--- src/rtl/srom_arb2.sv ---
// Two-master round-robin arbiter in front of the single-ported boot ROM.
// Each access is IDLE -> REQ (until s_ready or timeout) -> GAP, one access in flight at a time.
module srom_arb2 #(
    parameter int unsigned TIMEOUT = 15
) (
    input  logic        clk,
    input  logic        rstb,
    input  logic        m0_valid,
    input  logic [31:0] m0_addr,
    input  logic [1:0]  m0_size,
    input  logic        m0_write,
    input  logic [31:0] m0_wdata,
    output logic        m0_ready,
    output logic [31:0] m0_rdata,
    output logic        m0_err,
    input  logic        m1_valid,
    input  logic [31:0] m1_addr,
    input  logic [1:0]  m1_size,
    input  logic        m1_write,
    input  logic [31:0] m1_wdata,
    output logic        m1_ready,
    output logic [31:0] m1_rdata,
    output logic        m1_err,
    output logic        s_valid,
    output logic [31:0] s_addr,
    output logic [1:0]  s_size,
    output logic        s_write,
    output logic [31:0] s_wdata,
    input  logic        s_ready,
    input  logic [31:0] s_rdata,
    output logic [1:0]  o_dbg_state
);

    // Handshake: a master holds valid and its request fields stable until its
    // ready pulses for exactly one cycle; the slave answers a held s_valid
    // with a ready registered one cycle later.
    typedef enum logic [1:0] {
        ST_IDLE = 2'd0,
        ST_REQ  = 2'd1,
        ST_GAP  = 2'd2
    } state_t;

    localparam logic [7:0] TC_LAST = 8'(TIMEOUT - 1);

    state_t     r_state;
    logic       r_gnt;
    logic       r_last;
    logic [7:0] r_tcnt;

    logic w_in_req;
    logic w_timeout;
    logic w_ok;
    logic w_done;
    logic w_err;

    assign w_in_req  = (r_state == ST_REQ);
    assign w_timeout = (r_tcnt == TC_LAST);
    assign w_ok      = w_in_req & s_ready;
    // A real slave response beats a timeout landing in the same cycle.
    assign w_done    = w_in_req & (s_ready | w_timeout);
    assign w_err     = w_in_req & ~s_ready & w_timeout;

    always_ff @(posedge clk or negedge rstb) begin
        if (!rstb) begin
            r_state <= ST_IDLE;
            r_gnt   <= 1'b0;
            r_last  <= 1'b1;
            r_tcnt  <= 8'd0;
        end else begin
            case (r_state)
                ST_IDLE: begin
                    if (m0_valid || m1_valid) begin
                        r_gnt   <= (m0_valid && m1_valid) ? ~r_last : m1_valid;
                        r_tcnt  <= 8'd0;
                        r_state <= ST_REQ;
                    end
                end
                ST_REQ: begin
                    if (s_ready || w_timeout) begin
                        r_last  <= r_gnt;
                        r_state <= ST_GAP;
                    end else begin
                        r_tcnt <= r_tcnt + 8'd1;
                    end
                end
                ST_GAP: begin
                    // The slave's ready seen here is the stale echo of the last REQ cycle.
                    r_state <= ST_IDLE;
                end
                default: begin
                    r_state <= ST_IDLE;
                end
            endcase
        end
    end

    assign s_valid = w_in_req;
    assign s_addr  = r_gnt ? m1_addr  : m0_addr;
    assign s_size  = r_gnt ? m1_size  : m0_size;
    assign s_write = r_gnt ? m1_write : m0_write;
    assign s_wdata = r_gnt ? m1_wdata : m0_wdata;

    assign m0_ready = w_done & ~r_gnt;
    assign m0_err   = w_err & ~r_gnt;
    assign m0_rdata = (w_ok & ~r_gnt) ? s_rdata : 32'd0;

    assign m1_ready = w_done & r_gnt;
    assign m1_err   = w_err & r_gnt;
    assign m1_rdata = (w_ok & r_gnt) ? s_rdata : 32'd0;

    assign o_dbg_state = r_state;

endmodule

--- config.mk ---
export PLATFORM = sky130hd
export DESIGN_NAME = srom_arb2
export DESIGN_NICKNAME = d
export VERILOG_FILES = /design/src/rtl/srom_arb2.sv
export SDC_FILE = /design/constraint.sdc
export NUM_CORES = 1
export LEC_CHECK = 0
export CAP_MARGIN = 20
export CORE_AREA = 2 2 120 122
export DETAILED_ROUTE_END_ITERATION = 8
export DIE_AREA = 0 0 122 124
export PLACE_DENSITY_LB_ADDON = 0.1
export SLEW_MARGIN = 0
export SYNTH_ARGS = -nofsm -noshare
export SYNTH_HDL_FRONTEND = slang
export SYNTH_SLANG_ARGS = --single-unit
--- constraint.sdc ---
create_clock -name clk -period 3.5 [get_ports clk]
set_input_delay 0.525 -clock clk [delete_from_list [all_inputs] [get_ports clk]]
set_output_delay 0.525 -clock clk [all_outputs]
set_load 0.02 [all_outputs]
== After elaboration in Yosys (flattened, before gate mapping) ==
Cells that the tools add are included.
Cells by class
  add/sub/neg operators: 1
  reductions and logical operators: 9
  order comparisons: 0
  multipliers: 0
  shifts and indexed selects: 0
  equality and inequality tests: 5
  div/mod/pow operators: 0
  bitwise operators: 14
  mux-type cells: 13
Operators with widths (number)
  2-to-1 mux 32 bit: 4
  2-to-1 mux 8 bit: 2
  one-hot mux 8 bit (2 select lines): 1
  AND 1 bit: 10
  adder 8 x 1 -> 8 bit, second input constant: 1
  == test 8 x 4 -> 1 bit, second input constant: 1
  2-to-1 mux 2 bit: 3
  AND reduction 2 bit: 3
  inequality test 2 bit, second input constant: 2
  one-hot mux 2 bit (2 select lines): 1
  inverter 1 bit: 3
  AND reduction 3 bit: 1
  == test 2 x 1 -> 1 bit, second input constant: 1
  zero test 2 bit: 1
  logical OR 1 bit: 2
  2-to-1 mux 1 bit: 2
  inequality test 2 x 1 -> 1 bit, second input constant: 1
  nonzero test 2 bit: 1
  logical AND 1 bit: 1
  bitwise OR 1 bit: 1
Word-level totals
  bits in read-only memories: 0
  logic and storage cells: 46
  memories kept: 0
  register bits: 12
  bits in writable memories: 0
  bits in latches: 0
  input bits: 171
  output and inout bits: 138

== Depth between registers and ports, before layout ==
Gate-level depths: netlist of run 1.
  depth in word-level cells: 4
  depth in mapped cells: 7
  depth with buffers taken out: 7

== Least setup slack after synthesis of run 1 ==
Ideal clock, no wire load.
  path kind: register -> output
  start: reg r_state[1] (netlist: o_dbg_state[1])
  end: out m0_rdata[10]
  stages on the path, launching flop included: 6
  path slack: 1409 ps
  buffers on the path: 1
  data required time: 2975 ps
  arrival time: 1566 ps
  cell sequence: dfrtp_1 and2b_1 nand2_1 nor2_1 clkbuf_1 and2_1
Between the ends
  word-level cells in the longest chain between the ends: 4
Ends and longest elaborated chain
  start, declared: RTL line 45  | state_t r_state;
  start signal, assigned: RTL line 65  | r_state <= ST_IDLE;
  start signal, assigned: RTL line 75  | r_state <= ST_REQ;
  start signal, assigned: RTL line 81  | r_state <= ST_GAP;
  == test 2 x 1 -> 1 bit: RTL line 56  | assign w_in_req = (r_state == ST_REQ);
  via s_valid: RTL line 24  | output logic s_valid,
  AND 1 bit: RTL line 58  | assign w_ok = w_in_req & s_ready;
  AND 1 bit: RTL line 105  | assign m0_rdata = (w_ok & ~r_gnt) ? s_rdata : 32'd0;
  2-to-1 mux 32 bit: RTL line 105
  end, declared: RTL line 14  | output logic [31:0] m0_rdata,
The timed path passes the listed nets, and every way through them passes these cells.

== Worst setup path in the final report of run 1 ==
  start: in s_ready
  end: out m0_rdata[22]
Between the ends
  word-level cells in the longest chain between the ends: 3
Ends and longest elaborated chain
  start, declared: RTL line 29  | input logic s_ready,
  AND 1 bit: RTL line 58
  AND 1 bit: RTL line 105
  2-to-1 mux 32 bit: RTL line 105
No other way between the ends.

==> results.cfg, run 1 <==
[outcome]
status = finished, final reports clean

[timing]
finalSetupViolations = 0
tightest_slew_ns = 0.587
max_slew_margin_pct = 60.7
drv_slew = 0
hold_viol = 0
tns_ns = 0
fin_crit_ns = 2.84
period_share_pct = 81.3
rsz0062_at_grt = false
fmax_mhz = 352
clock_skew_ns = 0.000811

[clock_network]
cts_setup_buffers = 0
clkSlewWorstSetupHoldPaths_ns = 0.04
ctsResizeCount = 0
cts-root-buf = clkbuf_16
cts_buffers = 3
clkSinkCount = 12
cts_tree = done
clk_latency_ns = 0.24
htreeDepth = 1
postCtsHoldBufs = 0
clockBufferDepth = 2

[synth]
synth_edf_count = 0
synth.avg_cell_area_um2 = 8.82
synth-compound-area-share_pct = 6.30
synthFlopType = dfrtp_1
synthSimpleGateAreaFrac_pct = 32.0
synth_top_family_by_area = multiplexers
synth_top_cell_by_area = mux2_2
yosys_warnings = 0
synthesis.area_um2 = 1910
synth_top_area_share_pct = 40.2
synthMuxAreaShare_pct = 40.2
synthTopCellsByArea = mux2_2 40%, and2_1 21%, dfrtp_1 14%
ys_seq_area_share_pct = 15.8
synth_commonest_cells = 68 x mux2_2, 65 x and2_1, 11 x dfrtp_1
synthAdderAreaFrac_pct = 1.31
synth_most_common_cell = mux2_2
synth_fp_nets = 389
syn_inst = 216
synthXorXnorAreaFrac_pct = 0
yosys_register_bits = 12
synth_cell_types = 41
ys_async_sr_fraction_pct = 100

[power_and_ir_drop]
clkPwrFrac_pct = 8.7
p_leak_nw = 1.99
p_seq_share_pct = 9.0
p_int_mw = 1.51
powerDensity_nw_per_um2 = 511
report.power.total_mw = 2.69
p_comb_share_pct = 82.3
switchingPower_mw = 1.19
irDropWorstVdd_uv = 251
power.share.switching_pct = 44.0

[place]
placed_cells = 692
hpwl_um = 11600
place_area_um2 = 5180
numPortBuffers = 308
gp_congestion = 0.765

[setup_path]
r2r_cells = 5
endpoint_kind = primary output
regToRegEndpoint = r_tcnt[4]
rrSetupSlack_ns = 1.63
critical_path.startpoint_type = input pin
crit_type = in -> out
path_max_fanout = 32
cpMaxStageDelayCell = clkdlybuf4s50_1
cp_cell_sequence = clkdlybuf4s50_1 > nand2_1 > nor2_1 > buf_4 > and2_1 > clkdlybuf4s50_1
max_stage_delay_ns = 0.64
worst_path_most_repeated_cell = clkdlybuf4s50_1
worstPathArrival_ns = 2.32
reg2reg_from = r_tcnt[4]
required_ns = 2.97

[routing]
first_pass_iters = 4
vias_per_cell = 4.02
post_drt_wl_per_cell_um = 18.6
drt_wl_total_um = 13000
drtIter0Drc = 52
ant_nets = 0
vias = 2801
drc = 0

[die]
fp-row-count = 43
die_w_um = 122
die_y_um = 124
initial_core_util_pct = 13.9
dieArea_um2 = 15100
ios = 309
coreArea_um2 = 13700

[worst_hold_path]
min_from = r_tcnt[1]
hp-class = reg -> reg
holdPathStages = 1
holdPathEnd = r_tcnt[1]

[global_routing]
grt_overflow = 0
antenna_found_initial = 0
grt_pass1_vias = 2662
grt.total_usage_pct = 15.3
grt_start_max_net_pins = 60
grt_pass1_wl_um = 16900

[finish]
areaGrowthSynthToFinish_pct = 176
ff_latch_area_um2 = 303
fin_cells = 696
antenna_cells = 0
nets = 690
final_core_util_pct = 38.4
layout-drive-gt1-share_pct = 16.7
fill_cells = 1380
multi_input_area_um2 = 1520
final_area_um2 = 5270

[run]
max-cap-violations = 0
[flip-flops by register name, indices dropped and copies added, names as in the netlist]
register     cells
r_gnt            1
r_last           1
r_tcnt           8
o_dbg_state      2
[cell type report]
cell class                 count  share of cell area [%]
clock buffer                   4                    1.69
sequential                    12                    5.75
inverter                       3                   0.214
tap                          180                    4.28
multi-input combinational    186                    28.9
timing repair buffer         311                    59.2
[layout by cell type, fill, tap and decap left out, drive strengths merged, types with 2 or more instances in the layout]
cell type and instances:
nand2 9, ha 2, clkdlybuf4s50 308, dfrtp 11, nor2 5, buf 3
inv 3, and3 2, nand3 6, a21boi 2, o21ai 3, mux2 68
clkbuf 4, or3 2, nand4 2, and2 66
[critical path, delay by kind of cell]
kind	cells	cell delay (ns)
buffers and inverters	3	1.46
and+or+nand+nor	3	0.33
[routing by layer]
metal	vias to the layer above	track usage [%]	wire, µm
met5	-	0	0
met4	0	1.29	33
met3	4	5.95	1490
met2	181	30.1	7150
met1	1262	15.7	4300
li1	1354	-	-
[cell families after synthesis]
kind of cell | count (synthesis)
multiplexers | 68
AO/OA/AOI/OAI | 15
adder cells (fa/ha/maj) | 2
buffers and inverters | 18
AND/OR/NAND/NOR | 101
flip-flops | 12
[how the worst max path moves through the flow]
stage                         from            to  slack, ns
global route               s_ready  m0_rdata[22]       0.53
floorplan           o_dbg_state[1]  m0_rdata[10]       1.41
finish                     s_ready  m0_rdata[22]       0.66
global placement           s_ready  m0_rdata[22]       0.59
CTS                        s_ready  m0_rdata[22]       0.61
detailed placement         s_ready  m0_rdata[22]       0.62
[stage by stage]
stage | setup slack, ns | hold slack, ns
after global routing | 0.531 | 0.612
after detailed placement | 0.619 | 0.563
final | 0.655 | 0.577
after CTS | 0.615 | 0.575
after global placement | 0.592 | 0.556
after floorplan | 1.41 | 0.229
[power by group through the flow]
stage	registers, mW	logic [mW]	clock network [mW]
after global placement	0.245	2.25	0
after global routing	0.251	2.33	0.248
after CTS	0.244	2.26	0.241
final	0.241	2.22	0.235
after floorplan	0.211	1.17	0
after detailed placement	0.245	2.25	0
Note: power is estimated with default switching activity, not from simulation.
==> run 2: changes to the inputs <==
==> constraint.sdc (replaced) <==
create_clock -name clk -period 2.3 [get_ports clk]
set_input_delay 0.345 -clock clk [delete_from_list [all_inputs] [get_ports clk]]
set_output_delay 0.345 -clock clk [all_outputs]
set_load 0.02 [all_outputs]
==> run 2 against run 1 <==
Final cell count up 2.4%; total power up 54%; first-iteration DRC count down 1.9%; cell area up 1.1%; die area unchanged; sequential share of layout area down 0.065 points; sequential cell count unchanged; clock power up 52%; register-to-register slack worse by 0.99 ns.
==> results.cfg, run 2 (same netlist as run 1, synthesis figures left out) <==
[die]
coreArea_um2 = 13700
fp-row-count = 43
die_y_um = 124
ios = 309
initial_core_util_pct = 13.9
die_w_um = 122
dieArea_um2 = 15100

[routing]
drt_wl_total_um = 13000
post_drt_wl_per_cell_um = 18.2
drtIter0Drc = 51
vias = 2827
vias_per_cell = 3.96
drc = 0
ant_nets = 0
first_pass_iters = 4

[global_routing]
grt.total_usage_pct = 15.1
grt_pass1_wl_um = 16800
grt_pass1_vias = 2685
grt_start_max_net_pins = 42
grt_overflow = 0
antenna_found_initial = 0

[setup_path]
path_max_fanout = 28
endpoint_kind = primary output
rrSetupSlack_ns = 0.64
crit_type = reg -> out
required_ns = 1.96
critical_path.startpoint_type = flop
reg2reg_from = r_tcnt[6]
max_stage_delay_ns = 0.57
worstPathArrival_ns = 1.86
cp_cell_sequence = buf_12 > mux2_2 > clkdlybuf4s50_1
cpMaxStageDelayCell = clkdlybuf4s50_1
r2r_cells = 5
regToRegEndpoint = r_tcnt[3]

[timing]
clock_skew_ns = 0.00570
tightest_slew_ns = 0.574
holdWs_ns = 0.473
rsz0062_at_grt = false
period_share_pct = 96.1
drv_slew = 0
hold_viol = 0
max_slew_margin_pct = 61.6
timing.final.ws_setup_ns = 0.0904
fin_crit_ns = 2.21
fmax_mhz = 453
finalSetupViolations = 0

[place]
place_area_um2 = 5290
gp_congestion = 0.794
numPortBuffers = 308
placed_cells = 705
place_ws_ns = -0.135
hpwl_um = 11500

[clock_network]
clockBufferDepth = 2
clk_latency_ns = 0.24
cts_tree = done
clkSlewWorstSetupHoldPaths_ns = 0.05
clkSinkCount = 12
cts-root-buf = clkbuf_16
cts_buffers = 3
htreeDepth = 1

[finish]
regMostFlops = r_tcnt
fin_cells = 713
antenna_cells = 0
largest_reg_flops = 8
final_core_util_pct = 38.8
nets = 707
mostFrequentLayoutCell = clkdlybuf4s50_1
final_cell_mix = 218 x clkdlybuf4s50_1, 80 x dlygate4sd2_1, 68 x mux2_2, 65 x and2_1, 23 x buf_4
layout-drive-gt1-share_pct = 21.0
areaGrowthSynthToFinish_pct = 180
final_area_um2 = 5330

[power_and_ir_drop]
p_seq_share_pct = 7.6
p_int_mw = 2.30
switchingPower_mw = 1.84
irDropWorstVdd_uv = 383
power.share.switching_pct = 44.4
p_comb_share_pct = 83.8
clkPwrFrac_pct = 8.6
p_leak_nw = 2.43
powerDensity_nw_per_um2 = 778

[outcome]
status = finished, final reports clean

[run]
max-cap-violations = 0

[worst_hold_path]
hp-class = in -> async
[run 2: cell types whose count changed in the layout (fill, tap and decap cells not counted), moves of 3 or more]
cell,before,now
dlygate4sd2_1,0,80
buf_12,1,4
buf_4,2,23
clkdlybuf4s50_1,308,218
[run 2: layout make-up]
class                           instances  area [µm²]
Multi-Input combinational cell        186        1520
Tap cell                              180         225
Clock buffer                            4        88.8
Inverter                                3        11.3
Fill cell                            1423        8390
Sequential cell                        12         303
Timing Repair Buffer                  328        3180
[run 2: power groups by stage]
stage          sequential [mW]  clock [mW]  combinational [mW]
3_3_place_gp             0.321           0                3.60
6_report                 0.315       0.357                3.47
2_1_floorplan            0.322           0                1.78
4_1_cts                  0.321       0.369                3.45
5_1_grt                  0.325       0.380                3.68
3_5_place_dp             0.322           0                3.60
[run 2: worst max-delay path, delay by kind of cell (launching register included)]
kind / cells / cell delay (ns)
buffers and inverters: 2 / 0.79
DFF: 1 / 0.46
muxes: 1 / 0.36
[run 2: per-stage QoR]
| stage | setup TNS [ns] | total power, mW |
|---|---|---|
| after floorplan | 0 | 2.10 |
| after global placement | -3.10 | 3.93 |
| after detailed placement | -4.55 | 3.92 |
| after CTS | 0 | 4.14 |
| after global routing | 0 | 4.38 |
| final | 0 | 4.14 |
[run 2: timing repair]
action	4_1_cts	5_1_grt
pin swaps	0	0
gates cloned	0	1
setup endpoints to repair	81	21
hold buffers	0	0
buffers inserted	0	3
resized for setup	81	3
[run 2: worst max path at each step]
stage	from	end	slack (ns)
after floorplan	o_dbg_state[1]	m0_rdata[10]	0.39
after global placement	s_ready	m0_rdata[22]	-0.11
after detailed placement	s_ready	m0_rdata[7]	-0.14
after CTS	r_gnt	s_wdata[26]	0.001
after global routing	r_tcnt[5]	m1_ready	0.01
final	r_gnt	s_addr[30]	0.09
[run 2: routing by layer]
metal | global-route usage (%) | share of wire (%) | wire, µm
met1 | 15.7 | 35 | 4500
met2 | 30.2 | 55 | 7190
met3 | 5.17 | 9.9 | 1290
met4 | 1.29 | 0.21 | 27
met5 | 0 | 0 | 0
==> run 3: changes to the inputs <==
--- a/config.mk
+++ b/config.mk
@@ -6,9 +6,10 @@
 export NUM_CORES = 1
 export LEC_CHECK = 0
 export CAP_MARGIN = 20
-export CORE_AREA = 2 2 120 122
+export CORE_AREA = 2 2 118 120
 export DETAILED_ROUTE_END_ITERATION = 8
-export DIE_AREA = 0 0 122 124
+export DIE_AREA = 0 0 120 122
+export DONT_BUFFER_PORTS = 1
 export PLACE_DENSITY_LB_ADDON = 0.1
 export SLEW_MARGIN = 0
 export SYNTH_ARGS = -nofsm -noshare
==> run 3 against run 2 <==
Global-route usage decreased by 6.7 points; non-clock buffer count is 320 lower; highest routed layer unchanged; sequential share of layout area increased by 7.9 points.
==> results.cfg, run 3 (same netlist as run 1, synthesis figures left out) <==
[setup_path]
path_max_fanout = 32
required_ns = 1.96
crit_type = reg -> out
worstPathArrival_ns = 1.77
critical_path.startpoint_type = flop
reg2reg_from = o_dbg_state[0]
rrSetupSlack_ns = 0.39
endpoint_kind = primary output
cp-startpoint = o_dbg_state[1]

[die]
initial_core_util_pct = 14.1
die_y_um = 122
ios = 309
coreArea_um2 = 13500
dieArea_um2 = 14600
fp-row-count = 43
die_w_um = 120

[global_routing]
grt_overflow = 0
grt_pass1_wl_um = 9300
grt_pass1_vias = 1575
grt.total_usage_pct = 8.41
grt_start_max_net_pins = 55
antenna_found_initial = 0

[finish]
fill_cells = 1510
largest_reg_flops = 8
fin_cells = 393
final_cell_mix = 68 x mux2_2, 62 x and2_1, 10 x dfrtp_1, 9 x nand2_1
antenna_cells = 0
layout-drive-gt1-share_pct = 44.1
nets = 387
multi_input_area_um2 = 1530
mostFrequentLayoutCell = mux2_2
ff_latch_area_um2 = 303
areaGrowthSynthToFinish_pct = 16.5
regMostFlops = r_tcnt

[timing]
period_share_pct = 92.1
max_slew_margin_pct = 60.7
rsz0062_at_grt = false
fmax_mhz = 472
hold_viol = 0
tns_ns = 0
fin_crit_ns = 2.12
tightest_slew_ns = 0.588
drv_slew = 0
clock_skew_ns = 0.00181
finalSetupViolations = 0

[routing]
drc = 0
vias_per_cell = 4.32
first_pass_iters = 4
drtIter0Drc = 62
ant_nets = 0
vias = 1698
drt_wl_total_um = 7320
post_drt_wl_per_cell_um = 18.6

[clock_network]
clkSinkCount = 12
cts_buffers = 3
cts-root-buf = clkbuf_16
clockBufferDepth = 2
htreeDepth = 1
cts_tree = done
clk_latency_ns = 0.24
clkSlewWorstSetupHoldPaths_ns = 0.05

[power_and_ir_drop]
irDropWorstVdd_uv = 268
p_leak_nw = 0.839
powerDensity_nw_per_um2 = 1210
report.power.total_mw = 2.69

[place]
placed_cells = 388
numPortBuffers = 0
hpwl_um = 6460
gp_congestion = 0.736

[run]
max-cap-violations = 0

[outcome]
status = finished, final reports clean

[worst_hold_path]
min_from = m1_valid
hp-class = in -> reg
## run 3: cell count changes in the layout (fill, tap and decap cells not counted), sizes merged
cell / before / now
clkdlybuf4s50: 218 / 0
dlygate4sd2: 80 / 0
buf: 27 / 7
clkbuf: 6 / 4
dlygate4sd3: 0 / 1
dlymetal6s2s: 1 / 0
## run 3: routing by layer
layer	GRT usage, %	share of wire, %	vias to the layer above	wire [µm]
met5	0	0	-	0
met1	10.8	40	777	2920
met4	1.54	0.42	0	31
met3	0.843	8.1	2	591
li1	-	-	739	-
met2	15.3	52	180	3780
## run 3: final timing paths
check                           depth (start not counted)     endpoint
worst max-delay path                                    4  m1_rdata[6]
worst min-delay path                                    1        r_gnt
worst max register to register                          4    r_tcnt[3]
worst min register to register                          1    r_tcnt[1]
max in group asynchronous                               1        r_gnt
min in group asynchronous                               1    r_tcnt[3]
## run 3: cell type report
class,instances,area share [%]
well taps,180,10.1
multi-input cells,186,68.8
inverters,3,0.507
clock buffers,4,3.55
repair buffers,8,3.38
flip-flops and latches,12,13.6
## run 3: power by group
part | switching, mW | internal [mW] | total (mW)
clock | 0.0936 | 0.234 | 0.327
combinational | 1.31 | 0.698 | 2.01
sequential | 0.0828 | 0.267 | 0.350
total | 1.49 | 1.20 | 2.69
## run 3: critical path: stages, from the launching register on
cell and delay (ns):
dfrtp_1 0.49, and2b_1 0.33, and3_1 0.17, buf_4 0.24
and2_1 0.29
## run 3: per-stage QoR
stage	setup WS [ns]	instance area (µm²)	utilization, %	hold slack [ns]
after global routing	0.000903	2220	16.4	0.267
after detailed placement	0.273	2120	15.7	0.0497
after floorplan	0.389	1910	-	0.0494
after global placement	0.289	2120	15.7	0.0498
final	0.181	2220	16.4	0.266
after CTS	0.0104	2210	16.4	0.263
## run 3: timing repair
action	4_1_cts	5_1_grt
setup endpoints to repair	0	5
endpoints found under the hold margin	12	0
setup buffers	0	0
resized for setup	0	5
hold buffers	1	0
==> edit 1, RTL diff (config.mk and constraints of run 1) <==
Make the reset (`rstb`) synchronous in one clocked block.
--- a/src/rtl/srom_arb2.sv
+++ b/src/rtl/srom_arb2.sv
@@ -60,7 +60,7 @@
     assign w_done    = w_in_req & (s_ready | w_timeout);
     assign w_err     = w_in_req & ~s_ready & w_timeout;
 
-    always_ff @(posedge clk or negedge rstb) begin
+    always_ff @(posedge clk) begin
         if (!rstb) begin
             r_state <= ST_IDLE;
             r_gnt   <= 1'b0;
Function: differs if rstb is asserted again (counterexample within 4 cycles, from zero or initial values and one cycle with rstb low); with rstb held inactive, the same outputs for 10 cycles.
==> edit 1 against run 1 <==
  * Wire length fell by 3.8%
  * Count of clock-buffer cells in the layout unchanged
  * Synthesized cell count rose by 3.2%
  * Area after synthesis decreased by 1.3%
  * Final area decreased by 0.31%
  * Worst setup slack improved by 18 ps
  * Sequential cell count is the same
  * Core utilization down 0.12 points
  * Critical endpoint is now m0_rdata[1]
  * Highest routed layer is now met5
Power is not compared: it rests on default switching activity, and its combinational part moved more than twofold at a synthesized area within 25%.
==> edit 1: results (changes against run 1) <==
* M1 WL at 4310 um (+0.12%)
* Worst EP arrival at 2300 ps (-20 ps)
* Detailed Place HPWL at 11000 um (-5.2%)
* Largest net degree at the start of global routing at 44 (-27%)
* Met2 wire length at 6730 um (-5.9%)
* Highest metal used: met5
* Skew final at 2.12 ps (+1.31 ps)
* FFs w/ async S/R, synth at 0% (-100 points)
* R2r startpoint: r_tcnt[0]
* Status: finished, final reports clean
* Filler cells at 1408 (+2.0%)
* Top cells by area in the synthesized netlist: mux2_2 40%, and2_1 22%, dfxtp_1 13%
* Antenna violations before repair at 1 (+1)
* Commonest cells post-synth: 67 x mux2_2, 65 x and2_1, 12 x dfxtp_1, 12 x nor2_1
* Iter 0 DRT Violations at 81 (+56%)
* Antenna-violating nets left at 0 (unchanged)
* Crit path max fanout at 32 (unchanged)
* Top FF cell, synth: dfxtp_1
* Register area share after synthesis at 12.8% (-3.0 points)
* # nets final at 699 (+1.3%)
* Largest Register: r_tcnt
* H-tree lvl count at 1 (unchanged)
* Gate Count Post-Synth at 223 (+3.2%)
* First-pass GRT wire length at 17000 um (+0.37%)
* Worst Tran Pin Value at 578 ps (-8.94 ps)
* Hold Path Origin: r_tcnt[7]
* Net count after synthesis at 396 (+1.8%)
* DRT Pass-1 Iters at 4 (unchanged)
* Drt total wl at 12500 um (-3.8%)
* Wire per inst at 17.7 um (-5.0%)
* Root buffer cell: clkbuf_16
* Tot GR Track Use at 15.0% (-0.27 points)
* Crit path largest cell delay at 610 ps (-30 ps)
* Ratio of cells with drive above 1 in the final layout at 16.2% (-0.48 points)
* Post-synthesis cell type count at 35 (-15%)
* Gp weighted congestion at 0.744 (-2.8%)
* Via count at 2809 (+0.29%)
edit 1: changes by cell type after synthesis, sizes merged, moves of 2 or more:
cell,change
inv,+2
and3,+5
nand3,-3
mux2i,+2
nor2,+7
dfrtp,-11
o21ai,-2
dfxtp,+12
edit 1: cell type report:
cell class | instances | area, um2 | share of cell area, %
clock buffer | 4 | 88.8 | 1.69
inverter | 5 | 18.8 | 0.357
multi-input combinational | 191 | 1560 | 29.6
sequential | 12 | 241 | 4.60
tap | 180 | 225 | 4.29
timing repair buffer | 313 | 3120 | 59.4
edit 1: per-layer routing:
metal,global-route usage [%],vias up
li1,-,1381
met1,16.1,1242
met2,28.9,178
met3,5.36,6
met4,1.80,2
met5,0,-
edit 1: path summary, 6_finish.rpt:
path / endpoint / slack, ps / cells past startpoint
setup / recovery: m0_rdata[1] / 670 / 5
hold / removal: r_tcnt[7] / 490 / 2
setup reg to reg: r_last / 1890 / 6
hold reg to reg: r_tcnt[7] / 490 / 2
edit 1: worst min-delay path: stages, from the launching register on:
cell     delay, ps
dfxtp_1        310
nand3_1         60
mux2i_1         60
edit 1: through the flow:
stage               cell area (um2)  setup WS, ps  util, %
floorplan                      1880          1490        -
global route                   5250           538     38.3
detailed placement             5160           651     37.6
finish                         5250           673     38.3
CTS                            5250           639     38.3
global placement               5160           652     37.6
edit 1: power breakdown:
part           switching [mW]  internal [mW]
clock                  0.0578          0.172
combinational           0.271          0.399
sequential            0.00546          0.142
total                   0.335          0.713
edit 1: cells by family (layout without fill, tap and decap cells):
family	after synthesis	in the layout	share of synthesized area, %
adder cells (fa/ha/maj)	2	2	1.33
buffers and inverters	20	322	4.52
multiplexers	69	69	41.2
XOR/XNOR	1	1	0.466
AND/OR/NAND/NOR	105	105	33.1
flip-flops	12	12	12.8
AO/OA/AOI/OAI	14	14	6.65
==> edit 2, RTL diff (flow settings as in run 1) <==
Made on the original files. The parameter `TIMEOUT` goes from 15 to 7.
--- a/src/rtl/srom_arb2.sv
+++ b/src/rtl/srom_arb2.sv
@@ -1,7 +1,7 @@
 // Two-master round-robin arbiter in front of the single-ported boot ROM.
 // Each access is IDLE -> REQ (until s_ready or timeout) -> GAP, one access in flight at a time.
 module srom_arb2 #(
-    parameter int unsigned TIMEOUT = 15
+    parameter int unsigned TIMEOUT = 7
 ) (
     input  logic        clk,
     input  logic        rstb,
Behaviour: not the same (a bounded check fails within 10 cycles, from zero or initial values and one cycle with rstb low).
==> edit 2 against run 1 <==
  * Area after synthesis fell by 1.7%
  * Sequential share of layout area hardly changed
  * Sequential cell count did not move
  * Worst setup slack worse by 72 ps
  * Clock power fell by 11%
  * Final area decreased by 0.76%
  * Largest cell class unchanged
  * Total power is 1.2% lower
  * Count of clock-buffer cells in the layout unchanged
  * Global-route usage is 0.38 points higher
  * Wire length rose by 1.6%
  * Critical path depth rose by 1
==> edit 2: results (changes against run 1) <==
* Vias/cell at 3.94 (-2.0%)
* Hold Path Origin: r_tcnt[5]
* Gate Count Post-Synth at 218 (+0.93%)
* Iter 0 DRT Violations at 86 (+65%)
* Highest metal used: met4
* First-pass GRT wire length at 17500 um (+3.5%)
* Status: finished, final reports clean
* Largest net degree at the start of global routing at 71 (+18%)
* Worst R2R End: r_tcnt[3]
* Via count at 2748 (-1.9%)
* YS warnings at 0 (unchanged)
* Non-CTS inverters at 4 (+1)
* Clk cell area share at 1.51% (-0.18 points)
* Net count after synthesis at 391 (+0.51%)
* Post-layout util at 38.1% (-0.29 points)
* Commonest cells post-synth: 68 x mux2_2, 65 x and2_1, 11 x dfrtp_1
* Worst EP arrival at 2390 ps (+70 ps)
* GR Util met1 at 16.8% (+1.1 points)
* Met2 Track Usage GR at 30.2% (+0.14 points)
* Top cells by area in the synthesized netlist: mux2_2 41%, and2_1 22%, dfrtp_1 15%
* # nets final at 691 (+0.14%)
* Crit path largest cell delay at 660 ps (+20 ps)
* Worst r2r path cells at 6 (+1)
* Root buffer cell: clkbuf_16
* Slowest CP cell: clkdlybuf4s50_1
* Ratio of cells with drive above 1 in the final layout at 14.9% (-1.8 points)
* Switching Share at 43.9% (-0.13 points)
* Register area share after synthesis at 16.1% (+0.27 points)
* Area of placed instances at 5150 um2 (-0.58%)
* Fraction of area in multi-input gates at 28.4% (-0.43 points)
* Drt total wl at 13200 um (+1.6%)
* VDD IR max at 286 uV (+14%)
* R2r startpoint: r_tcnt[0]
* Met3 GRT Util at 4.26% (-1.7 points)
* Post-CTS Setup Bufs at 0 (unchanged)
* CTS resizes at 0 (unchanged)
* Buffering overhead at 59.7% (+0.45 points)
* Metal3 WL at 1160 um (-23%)
* Antenna violations before repair at 0 (unchanged)
* Clkbuf count at 4 (unchanged)
* Post-synthesis cell type count at 31 (-24%)
* Skew final at 6.06 ps (+5.25 ps)
* Crit path max fanout at 32 (unchanged)
* Hold endpoint: r_tcnt[5]
* Met2 wire length at 7060 um (-1.3%)
* Worst reg2reg setup slack at 1600 ps (-30 ps)
* M1 WL at 4720 um (+9.6%)
* Slew Limit Headroom at 62.0% (+1.2 points)
* Post-route setup TNS at 0 ps (unchanged)
* FFs & Latches at 12 (unchanged)
* Hold Path Depth at 1 (unchanged)
* Filler cells at 1419 (+2.8%)
* Tot GR Track Use at 15.6% (+0.38 points)
* H-tree lvl count at 1 (unchanged)
* Leak at 1.96 nW (-1.8%)
* Detailed Place HPWL at 11400 um (-1.2%)
* Gp weighted congestion at 0.846 (+11%)
* Fraction of area in registers at 5.79% (+0.044 points)
## edit 2: cell types whose count changed in the layout (fill, tap and decap cells not counted), moves of 2 or more
cell     change
a21oi_1      +3
nand3_1      +3
inv_1        +2
o21ai_0      +2
or3_1        +2
## edit 2: worst max-delay path by stage
stage / from / end / cells after the start
final: o_dbg_state[1] / m0_rdata[10] / 7
after global placement: s_ready / m0_rdata[10] / 6
after CTS: o_dbg_state[1] / m0_rdata[10] / 7
after global routing: o_dbg_state[1] / m0_rdata[10] / 7
after detailed placement: s_ready / m0_rdata[10] / 6
after floorplan: o_dbg_state[1] / m0_rdata[10] / 7
## edit 2: critical path, delay by kind of cell (launching register included)
family        cells  cell delay (ps)
buf+inv           3             1140
flops             1              390
simple gates      4              620
## edit 2: kinds of logic (layout without fill, tap and decap cells)
family,Yosys count,in the layout,synth area share (%)
muxes,68,68,40.9
adders and majority gates,2,2,1.34
xor gates and xnor gates,1,1,0.468
and+or+nand+nor,98,98,30.9
AOI/OAI and AO/OA,17,17,5.75
buffers and inverters,20,319,4.54
DFF,12,12,16.1
## edit 2: per-stage QoR
step / worst slack [ps] / hold WS [ps]
2_1_floorplan: 1310 / 229
3_3_place_gp: 544 / 532
3_5_place_dp: 586 / 558
4_1_cts: 536 / 569
5_1_grt: 405 / 608
6_report: 583 / 554
## edit 2: power by group through the flow
stage / Clock (mW) / Combinational [mW] / Sequential, mW
2_1_floorplan: 0 / 1.18 / 0.213
3_3_place_gp: 0 / 2.26 / 0.219
3_5_place_dp: 0 / 2.26 / 0.220
4_1_cts: 0.214 / 2.27 / 0.218
5_1_grt: 0.221 / 2.35 / 0.223
6_report: 0.210 / 2.23 / 0.217
